===== config.mk =====
export PLATFORM = sky130hd
export DESIGN_NAME = lmi_lbc_rdq_flat
export DESIGN_NICKNAME = d
export VERILOG_FILES = /design/src/rtl/lmi_lbc_rdq_if.sv /design/src/rtl/lmi_lbc_rdq.sv /design/src/flat_wrapper.sv
export SDC_FILE = /design/constraint.sdc
export NUM_CORES = 1
export LEC_CHECK = 0
export BUFFER_PORTS_ARGS = -buffer_cell sky130_fd_sc_hd__buf_2
export CORE_UTILIZATION = 40
export CTS_CLUSTER_DIAMETER = 30
export DETAILED_ROUTE_END_ITERATION = 12
export GPL_ROUTABILITY_DRIVEN = 1
export PLACE_DENSITY_LB_ADDON = 0.05
export SYNTH_ARGS = -nofsm -noshare
export SYNTH_HDL_FRONTEND = slang
export SYNTH_SLANG_ARGS = --single-unit
export TNS_END_PERCENT = 20

===== constraint.sdc =====
create_clock -name IDCLOCKI -period 5.9 [get_ports IDCLOCKI]
set_clock_uncertainty 0.1 [all_clocks]
set_input_delay 0.295 -clock IDCLOCKI [delete_from_list [all_inputs] [get_ports IDCLOCKI]]
set_output_delay 0.295 -clock IDCLOCKI [all_outputs]
set_load 0.02 [all_outputs]

===== src/rtl/lmi_lbc_rdq_if.sv =====
// Core-side and CBUS-side signal bundle for the data read-return queue.
// Master drives requests, return beats and DREADY; slave is the queue.
interface lmi_lbc_rdq_if #(
  parameter int DW = 32
);
  localparam int OFFW = $clog2(DW/8);

  logic            FLUSH;
  logic            REQ_VALID;
  logic            REQ_LINE;
  logic [1:0]      REQ_SZ;
  logic            REQ_SIGN;
  logic [OFFW-1:0] REQ_OFFSET;
  logic            REQ_READY;
  logic            CBUS_SDVAL;
  logic [DW-1:0]   CBUS_SDDATA;
  logic            DVALO;
  logic [DW-1:0]   DDATAO;
  logic            DLASTO;
  logic            DREADY;
  logic            OVERFLOW_R;

  modport master (
    output FLUSH, REQ_VALID, REQ_LINE, REQ_SZ, REQ_SIGN, REQ_OFFSET,
           CBUS_SDVAL, CBUS_SDDATA, DREADY,
    input  REQ_READY, DVALO, DDATAO, DLASTO, OVERFLOW_R
  );

  modport slave (
    input  FLUSH, REQ_VALID, REQ_LINE, REQ_SZ, REQ_SIGN, REQ_OFFSET,
           CBUS_SDVAL, CBUS_SDDATA, DREADY,
    output REQ_READY, DVALO, DDATAO, DLASTO, OVERFLOW_R
  );
endinterface


===== src/rtl/lmi_lbc_rdq.sv =====
// Read-return queue: buffers CBUS beats per outstanding request, aligns/sign-extends to the core; 1 cycle min latency.
// Backpressure: DREADY stalls the head beat; beats with no owner or arriving to a full FIFO are dropped and flagged.
module lmi_lbc_rdq #(
  parameter int DW         = 32,
  parameter int DEPTH      = 4,
  parameter int OUTST      = 2,
  parameter int LINE_WORDS = 4
) (
  input  logic         IDCLOCKI,
  input  logic         RESET_D1_R_N,
  lmi_lbc_rdq_if.slave bus
);
  localparam int OFFW = $clog2(DW/8);
  localparam int AAW  = $clog2(OUTST);
  localparam int DAW  = $clog2(DEPTH);
  localparam int CW   = $clog2(OUTST*LINE_WORDS) + 1;
  localparam int BW   = $clog2(LINE_WORDS);

  typedef struct packed {
    logic            line;
    logic [1:0]      sz;
    logic            sign;
    logic [OFFW-1:0] off;
  } attr_t;

  attr_t         attr_mem [OUTST];
  logic [DW-1:0] data_mem [DEPTH];

  logic [AAW:0]    a_wp, a_rp;
  logic [DAW:0]    d_wp, d_rp;
  logic [CW-1:0]   exp_cnt;
  logic [BW-1:0]   beat_cnt;
  logic            ovf;

  attr_t           head, req_attr;
  logic            a_full, d_empty, d_full;
  logic            req_acc, req_drop, beat_acc, beat_drop, pop, last;
  logic [CW-1:0]   exp_inc;
  logic [DW-1:0]   raw, aligned, sh, msk;
  logic [OFFW-1:0] eff;
  logic            top;

  assign req_attr = '{line: bus.REQ_LINE, sz: bus.REQ_SZ, sign: bus.REQ_SIGN, off: bus.REQ_OFFSET};
  assign head     = attr_mem[a_rp[AAW-1:0]];
  assign raw      = data_mem[d_rp[DAW-1:0]];

  assign a_full  = (a_wp[AAW] != a_rp[AAW]) && (a_wp[AAW-1:0] == a_rp[AAW-1:0]);
  assign d_full  = (d_wp[DAW] != d_rp[DAW]) && (d_wp[DAW-1:0] == d_rp[DAW-1:0]);
  assign d_empty = (d_wp == d_rp);

  assign pop  = !d_empty && bus.DREADY;
  assign last = !d_empty && (!head.line || beat_cnt == BW'(LINE_WORDS - 1));

  assign req_acc  = bus.REQ_VALID && !a_full && !bus.FLUSH;
  assign req_drop = bus.REQ_VALID &&  a_full && !bus.FLUSH;
  // A beat needs an owner (registered count only) and a slot, which a same-cycle pop provides.
  assign beat_acc  = bus.CBUS_SDVAL && !bus.FLUSH && (exp_cnt != '0) && (!d_full || pop);
  assign beat_drop = bus.CBUS_SDVAL && !bus.FLUSH && !beat_acc;

  assign exp_inc = req_acc ? (bus.REQ_LINE ? CW'(LINE_WORDS) : CW'(1)) : '0;

  always_ff @(posedge IDCLOCKI or negedge RESET_D1_R_N) begin
    if (!RESET_D1_R_N) begin
      a_wp     <= '0;
      a_rp     <= '0;
      d_wp     <= '0;
      d_rp     <= '0;
      exp_cnt  <= '0;
      beat_cnt <= '0;
      ovf      <= 1'b0;
    end else if (bus.FLUSH) begin
      a_wp     <= '0;
      a_rp     <= '0;
      d_wp     <= '0;
      d_rp     <= '0;
      exp_cnt  <= '0;
      beat_cnt <= '0;
      ovf      <= 1'b0;
    end else begin
      if (req_acc)  a_wp <= a_wp + 1'b1;
      if (beat_acc) d_wp <= d_wp + 1'b1;
      if (pop) begin
        d_rp <= d_rp + 1'b1;
        if (last) begin
          a_rp     <= a_rp + 1'b1;
          beat_cnt <= '0;
        end else begin
          beat_cnt <= beat_cnt + 1'b1;
        end
      end
      exp_cnt <= exp_cnt + exp_inc - CW'(beat_acc);
      if (req_drop || beat_drop) ovf <= 1'b1;
    end
  end

  always_ff @(posedge IDCLOCKI) begin
    if (req_acc)  attr_mem[a_wp[AAW-1:0]] <= req_attr;
    if (beat_acc) data_mem[d_wp[DAW-1:0]] <= bus.CBUS_SDDATA;
  end

  // Misaligned offsets are rounded down to the access size before shifting.
  always_comb begin
    eff = '0;
    if (head.sz != 2'b11) eff = head.off & ~OFFW'((1 << head.sz) - 1);
    sh = raw >> {eff, 3'b000};
    case (head.sz)
      2'b00:   begin msk = DW'(8'hFF);         top = sh[7];  end
      2'b01:   begin msk = DW'(16'hFFFF);      top = sh[15]; end
      2'b10:   begin msk = DW'(32'hFFFF_FFFF); top = sh[31]; end
      default: begin msk = '1;                 top = 1'b0;   end
    endcase
    aligned = (sh & msk) | ({DW{head.sign & top}} & ~msk);
  end

  assign bus.REQ_READY  = !a_full;
  assign bus.DVALO      = !d_empty;
  assign bus.DDATAO     = d_empty ? '0 : (head.line ? raw : aligned);
  assign bus.DLASTO     = last;
  assign bus.OVERFLOW_R = ovf;
endmodule


===== src/flat_wrapper.sv =====
// flat-port wrapper written by rule: the top's interface ports become plain ports
module lmi_lbc_rdq_flat 
#(
  parameter int DW         = 32,
  parameter int DEPTH      = 4,
  parameter int OUTST      = 2,
  parameter int LINE_WORDS = 4
)
  (IDCLOCKI, RESET_D1_R_N, bus_FLUSH, bus_REQ_VALID, bus_REQ_LINE, bus_REQ_SZ, bus_REQ_SIGN, bus_REQ_OFFSET, bus_CBUS_SDVAL, bus_CBUS_SDDATA, bus_DREADY, bus_REQ_READY, bus_DVALO, bus_DDATAO, bus_DLASTO, bus_OVERFLOW_R);
  lmi_lbc_rdq_if #(.DW(DW)) bus_i ();
  input  logic IDCLOCKI;
  input  logic RESET_D1_R_N;
  input wire logic [$bits(bus_i.FLUSH)-1:0] bus_FLUSH;
  input wire logic [$bits(bus_i.REQ_VALID)-1:0] bus_REQ_VALID;
  input wire logic [$bits(bus_i.REQ_LINE)-1:0] bus_REQ_LINE;
  input wire logic [$bits(bus_i.REQ_SZ)-1:0] bus_REQ_SZ;
  input wire logic [$bits(bus_i.REQ_SIGN)-1:0] bus_REQ_SIGN;
  input wire logic [$bits(bus_i.REQ_OFFSET)-1:0] bus_REQ_OFFSET;
  input wire logic [$bits(bus_i.CBUS_SDVAL)-1:0] bus_CBUS_SDVAL;
  input wire logic [$bits(bus_i.CBUS_SDDATA)-1:0] bus_CBUS_SDDATA;
  input wire logic [$bits(bus_i.DREADY)-1:0] bus_DREADY;
  output wire logic [$bits(bus_i.REQ_READY)-1:0] bus_REQ_READY;
  output wire logic [$bits(bus_i.DVALO)-1:0] bus_DVALO;
  output wire logic [$bits(bus_i.DDATAO)-1:0] bus_DDATAO;
  output wire logic [$bits(bus_i.DLASTO)-1:0] bus_DLASTO;
  output wire logic [$bits(bus_i.OVERFLOW_R)-1:0] bus_OVERFLOW_R;
  assign bus_i.FLUSH = bus_FLUSH;
  assign bus_i.REQ_VALID = bus_REQ_VALID;
  assign bus_i.REQ_LINE = bus_REQ_LINE;
  assign bus_i.REQ_SZ = bus_REQ_SZ;
  assign bus_i.REQ_SIGN = bus_REQ_SIGN;
  assign bus_i.REQ_OFFSET = bus_REQ_OFFSET;
  assign bus_i.CBUS_SDVAL = bus_CBUS_SDVAL;
  assign bus_i.CBUS_SDDATA = bus_CBUS_SDDATA;
  assign bus_i.DREADY = bus_DREADY;
  assign bus_REQ_READY = bus_i.REQ_READY;
  assign bus_DVALO = bus_i.DVALO;
  assign bus_DDATAO = bus_i.DDATAO;
  assign bus_DLASTO = bus_i.DLASTO;
  assign bus_OVERFLOW_R = bus_i.OVERFLOW_R;
  lmi_lbc_rdq #(.DW(DW), .DEPTH(DEPTH), .OUTST(OUTST), .LINE_WORDS(LINE_WORDS)) u_core (.IDCLOCKI(IDCLOCKI), .RESET_D1_R_N(RESET_D1_R_N), .bus(bus_i));
endmodule

==> qor.yml <==
floorplanning:
  fp.dieH_um: 135.5
  rows: 48
  core_um2: 17360
  ios: 80
  start_util_pct: 41.10
  die_area_um2: 18370
  die_w_um: 135.5
grt:
  grt_pass1_wl_mm: 26.09
  grt_max_degree: 36
  track_usage_pct: 19.85
  grt_pass1_vias: 4474
  grt_antenna_before_repair: 0
  grt_overflow: 0
min_path:
  whs_path_depth: 3
  hold_end: "u_core.bus.OVERFLOW_R"
  hold_class: "in -> reg"
  min-delay-start: "bus_CBUS_SDVAL"
clock_tree:
  cts_resized: 0
  postCtsSetupBuffers: 0
  clk_latency_ps: 420
  clock-root-buffer: "clkbuf_16"
  clockBufferDepth: 2
  cts_tree: "done"
  cts_sinks: 157
  path_clk_slew_ps: 70
  cts-buffers-inserted: 17
  cts_max_level: 4
  ctsHoldBuffers: 38
cells_and_area:
  fin_nets: 643
  antenna_cells: 0
  drive_gt1_share_pct: 28.17
  syn_to_final_growth_pct: 22.29
  ff_latch_area_um2: 4631
  multi_input_area_um2: 2341
  nFillCells: 1483
yosys:
  synth_cell_types: 55
  synth-xor-area-share_pct: 2.070
  ys_seq_area_share_pct: 64.90
  synth.top_cells.by_area: "edfxtp_1 59%, mux4_2 10%, dfrtp_1 6.0%, a21oi_1 2.7%, ha_1 1.9%"
  avgSynthCellArea_um2: 15.41
  synth_edf_count: 140
  syn_inst: 463
  synth_top_family_by_area: "multiplexers"
  synth_top_cell_by_area: "edfxtp_1"
  synth_compound_area_share_pct: 8.841
  async_reset_ff_share_pct: 10.83
  synth.mux.area_fraction_pct: 12.33
  synth-seq-cells: 157
  synth_area_um2: 7133
  ys_warn_count: 0
  synth_common_cells: "140 x edfxtp_1, 39 x a21oi_1, 32 x mux4_2, 32 x nand2_1, 23 x o21ai_0"
  syn-num-nets: 519
  synthFlopType: "edfxtp_1"
  synth_top_cell_area_share_pct: 58.94
  synthSimpleGateAreaFrac_pct: 7.367
  synthAdderAreaFrac_pct: 2.210
  yosysMostFrequentCell: "edfxtp_1"
timing:
  fin_crit_ps: 3946
  fin_crit_sh_pct: 66.88
  hold_violations: 0
  slew_headroom_pct: 42.68
  drv_slew: 0
  fmax_mhz: 253.4
  setup_violations: 0
  fin_hold_ws_ps: 57.21
  fin_setup_tns_ps: 0
  worst_slew_pin_slew_ps: 853.2
  rsz0062_at_grt: "no"
setup_path:
  reg2reg_to: "u_core.d_rp[2]"
  reg2reg_depth: 6
  worstSetupPathType: "reg -> out"
  end_kind: "primary output"
  crit_start: "u_core.d_rp[0]"
  r2r_slack_ps: 2690
  worstPathRequired_ps: 5510
  worstReg2RegStart: "u_core.d_rp[0]"
  critPathLaunchType: "flip-flop"
  cp_data_arrival_time_ps: 3550
  critical_path.max_fanout: 22
routing:
  final_antenna_net_count: 0
  avgRoutedWirePerCell_um: 20.37
  first_pass_iters: 4
  wl_mm: 16.81
  drc_errors: 0
  viasPerCell: 5.321
  vias: 4390
  dr.first_iter.drc_count: 229
pwr:
  p_leak_nw: 3.238
  cellPowerDensity_nw_per_um2: 393.9
  ir_drop_mv: 0.2158
placed_design:
  io_buffer_count: 79
  hpwl_mm: 10.72
  place.gp.congestion: 0.8150
job:
  max_cap_violations: 0
run_status:
  status: "completed"
[metrics by stage]
stage | utilization, % | cell area [µm²] | instances | setup slack, ps | total power [W]
2_1_floorplan | - | 7133 | 463 | 3288 | 0.002053
4_1_cts | 50.20 | 8713 | 824 | 1814 | 0.003481
3_3_place_gp | 44.63 | 7746 | 754 | 2364 | 0.002347
6_report | 50.26 | 8723 | 825 | 1954 | 0.003437
5_1_grt | 50.26 | 8723 | 825 | 1570 | 0.003615
3_5_place_dp | 44.63 | 7746 | 754 | 2300 | 0.002356
[state kept, by name, summed over array words and instances, names as in the netlist]
signal	cells
u_core.exp_cnt	4
u_core.d_wp	3
u_core.a_rp	2
u_core.a_wp	2
u_core.data_mem	128
u_core.bus.OVERFLOW_R	1
u_core.beat_cnt	2
u_core.d_rp	3
u_core.attr_mem	12
[how the worst max path moves through the flow]
stage / endpoint / slack, ps / depth (start not counted)
final: bus_DDATAO[29] / 1950 / 7
after global routing: bus_DDATAO[30] / 1570 / 7
after CTS: bus_DDATAO[29] / 1810 / 7
after detailed placement: bus_DDATAO[29] / 2300 / 7
after global placement: bus_DDATAO[11] / 2360 / 8
after floorplan: u_core.data_mem[3][0] / 3290 / 6
[report_power, final]
| part | internal (W) | switching [W] | leakage [nW] |
|---|---|---|---|
| clock network | 0.000636 | 0.000461 | 0.291 |
| logic | 0.000386 | 0.000604 | 1.45 |
| registers | 0.00128 | 0.0000660 | 1.50 |
[worst max-delay path, cell delays in order, from the launching register on]
cell      delay (ps)
dfrtp_2          870
xor2_2           200
nor3_2           700
clkinv_1         670
nand2_1          220
a21oi_2          110
a21o_1           190
buf_2            150
[final cells by class]
class	count	area share (%)
clock inverter	13	1.764
tap	225	3.227
timing repair buffer	125	9.610
multi-input combinational	274	26.84
clock buffer	19	4.963
sequential	157	53.08
inverter	12	0.5164
[cell families after synthesis]
logic type                 Yosys count
adders and majority gates           12
DFF                                157
buffers and inverters               32
muxes                               46
xor gates and xnor gates            16
and+or+nand+nor                    101
AOI/OAI and AO/OA                   99
[metal layers]
| layer | up-vias | routed length [µm] | global-route usage (%) |
|---|---|---|---|
| met3 | 19 | 573 | 3.891 |
| met4 | 0 | 306 | 6.866 |
| li1 | 2065 | - | - |
| met2 | 102 | 8357 | 32.26 |
| met1 | 2204 | 7572 | 26.59 |
| met5 | - | 0 | 0 |
[layout by cell type (no fill, tap or decap), types with 2 or more instances in the layout]
| master | Yosys | routed |
|---|---|---|
| edfxtp_1 | 140 | 140 |
| clkinv_4 | 0 | 2 |
| nand3b_1 | 2 | 2 |
| and2_1 | 5 | 5 |
| xnor2_1 | 7 | 7 |
| ha_1 | 11 | 11 |
| nor2b_1 | 2 | 2 |
| buf_2 | 10 | 79 |
| inv_8 | 0 | 2 |
| nor3_1 | 4 | 4 |
| nand2b_1 | 2 | 2 |
| bufinv_16 | 0 | 2 |
| dlygate4sd3_1 | 0 | 39 |
| nand3_1 | 18 | 18 |
| a21o_1 | 10 | 10 |
| buf_4 | 2 | 7 |
| clkbuf_16 | 0 | 17 |
| nand2_1 | 32 | 32 |
| inv_1 | 11 | 11 |
| nor2_1 | 22 | 22 |
| dfrtp_1 | 17 | 16 |
| nor2_2 | 2 | 2 |
| a21oi_1 | 39 | 39 |
| xor2_1 | 8 | 8 |
| o21ai_0 | 23 | 23 |
| a31oi_1 | 8 | 8 |
| mux2_2 | 2 | 2 |
| o2bb2ai_1 | 8 | 8 |
| clkbuf_1 | 5 | 2 |
| mux4_2 | 32 | 32 |
| mux2i_1 | 10 | 10 |
| inv_6 | 0 | 5 |
| clkinv_2 | 0 | 2 |
Power figures use the tool's default switching activity.
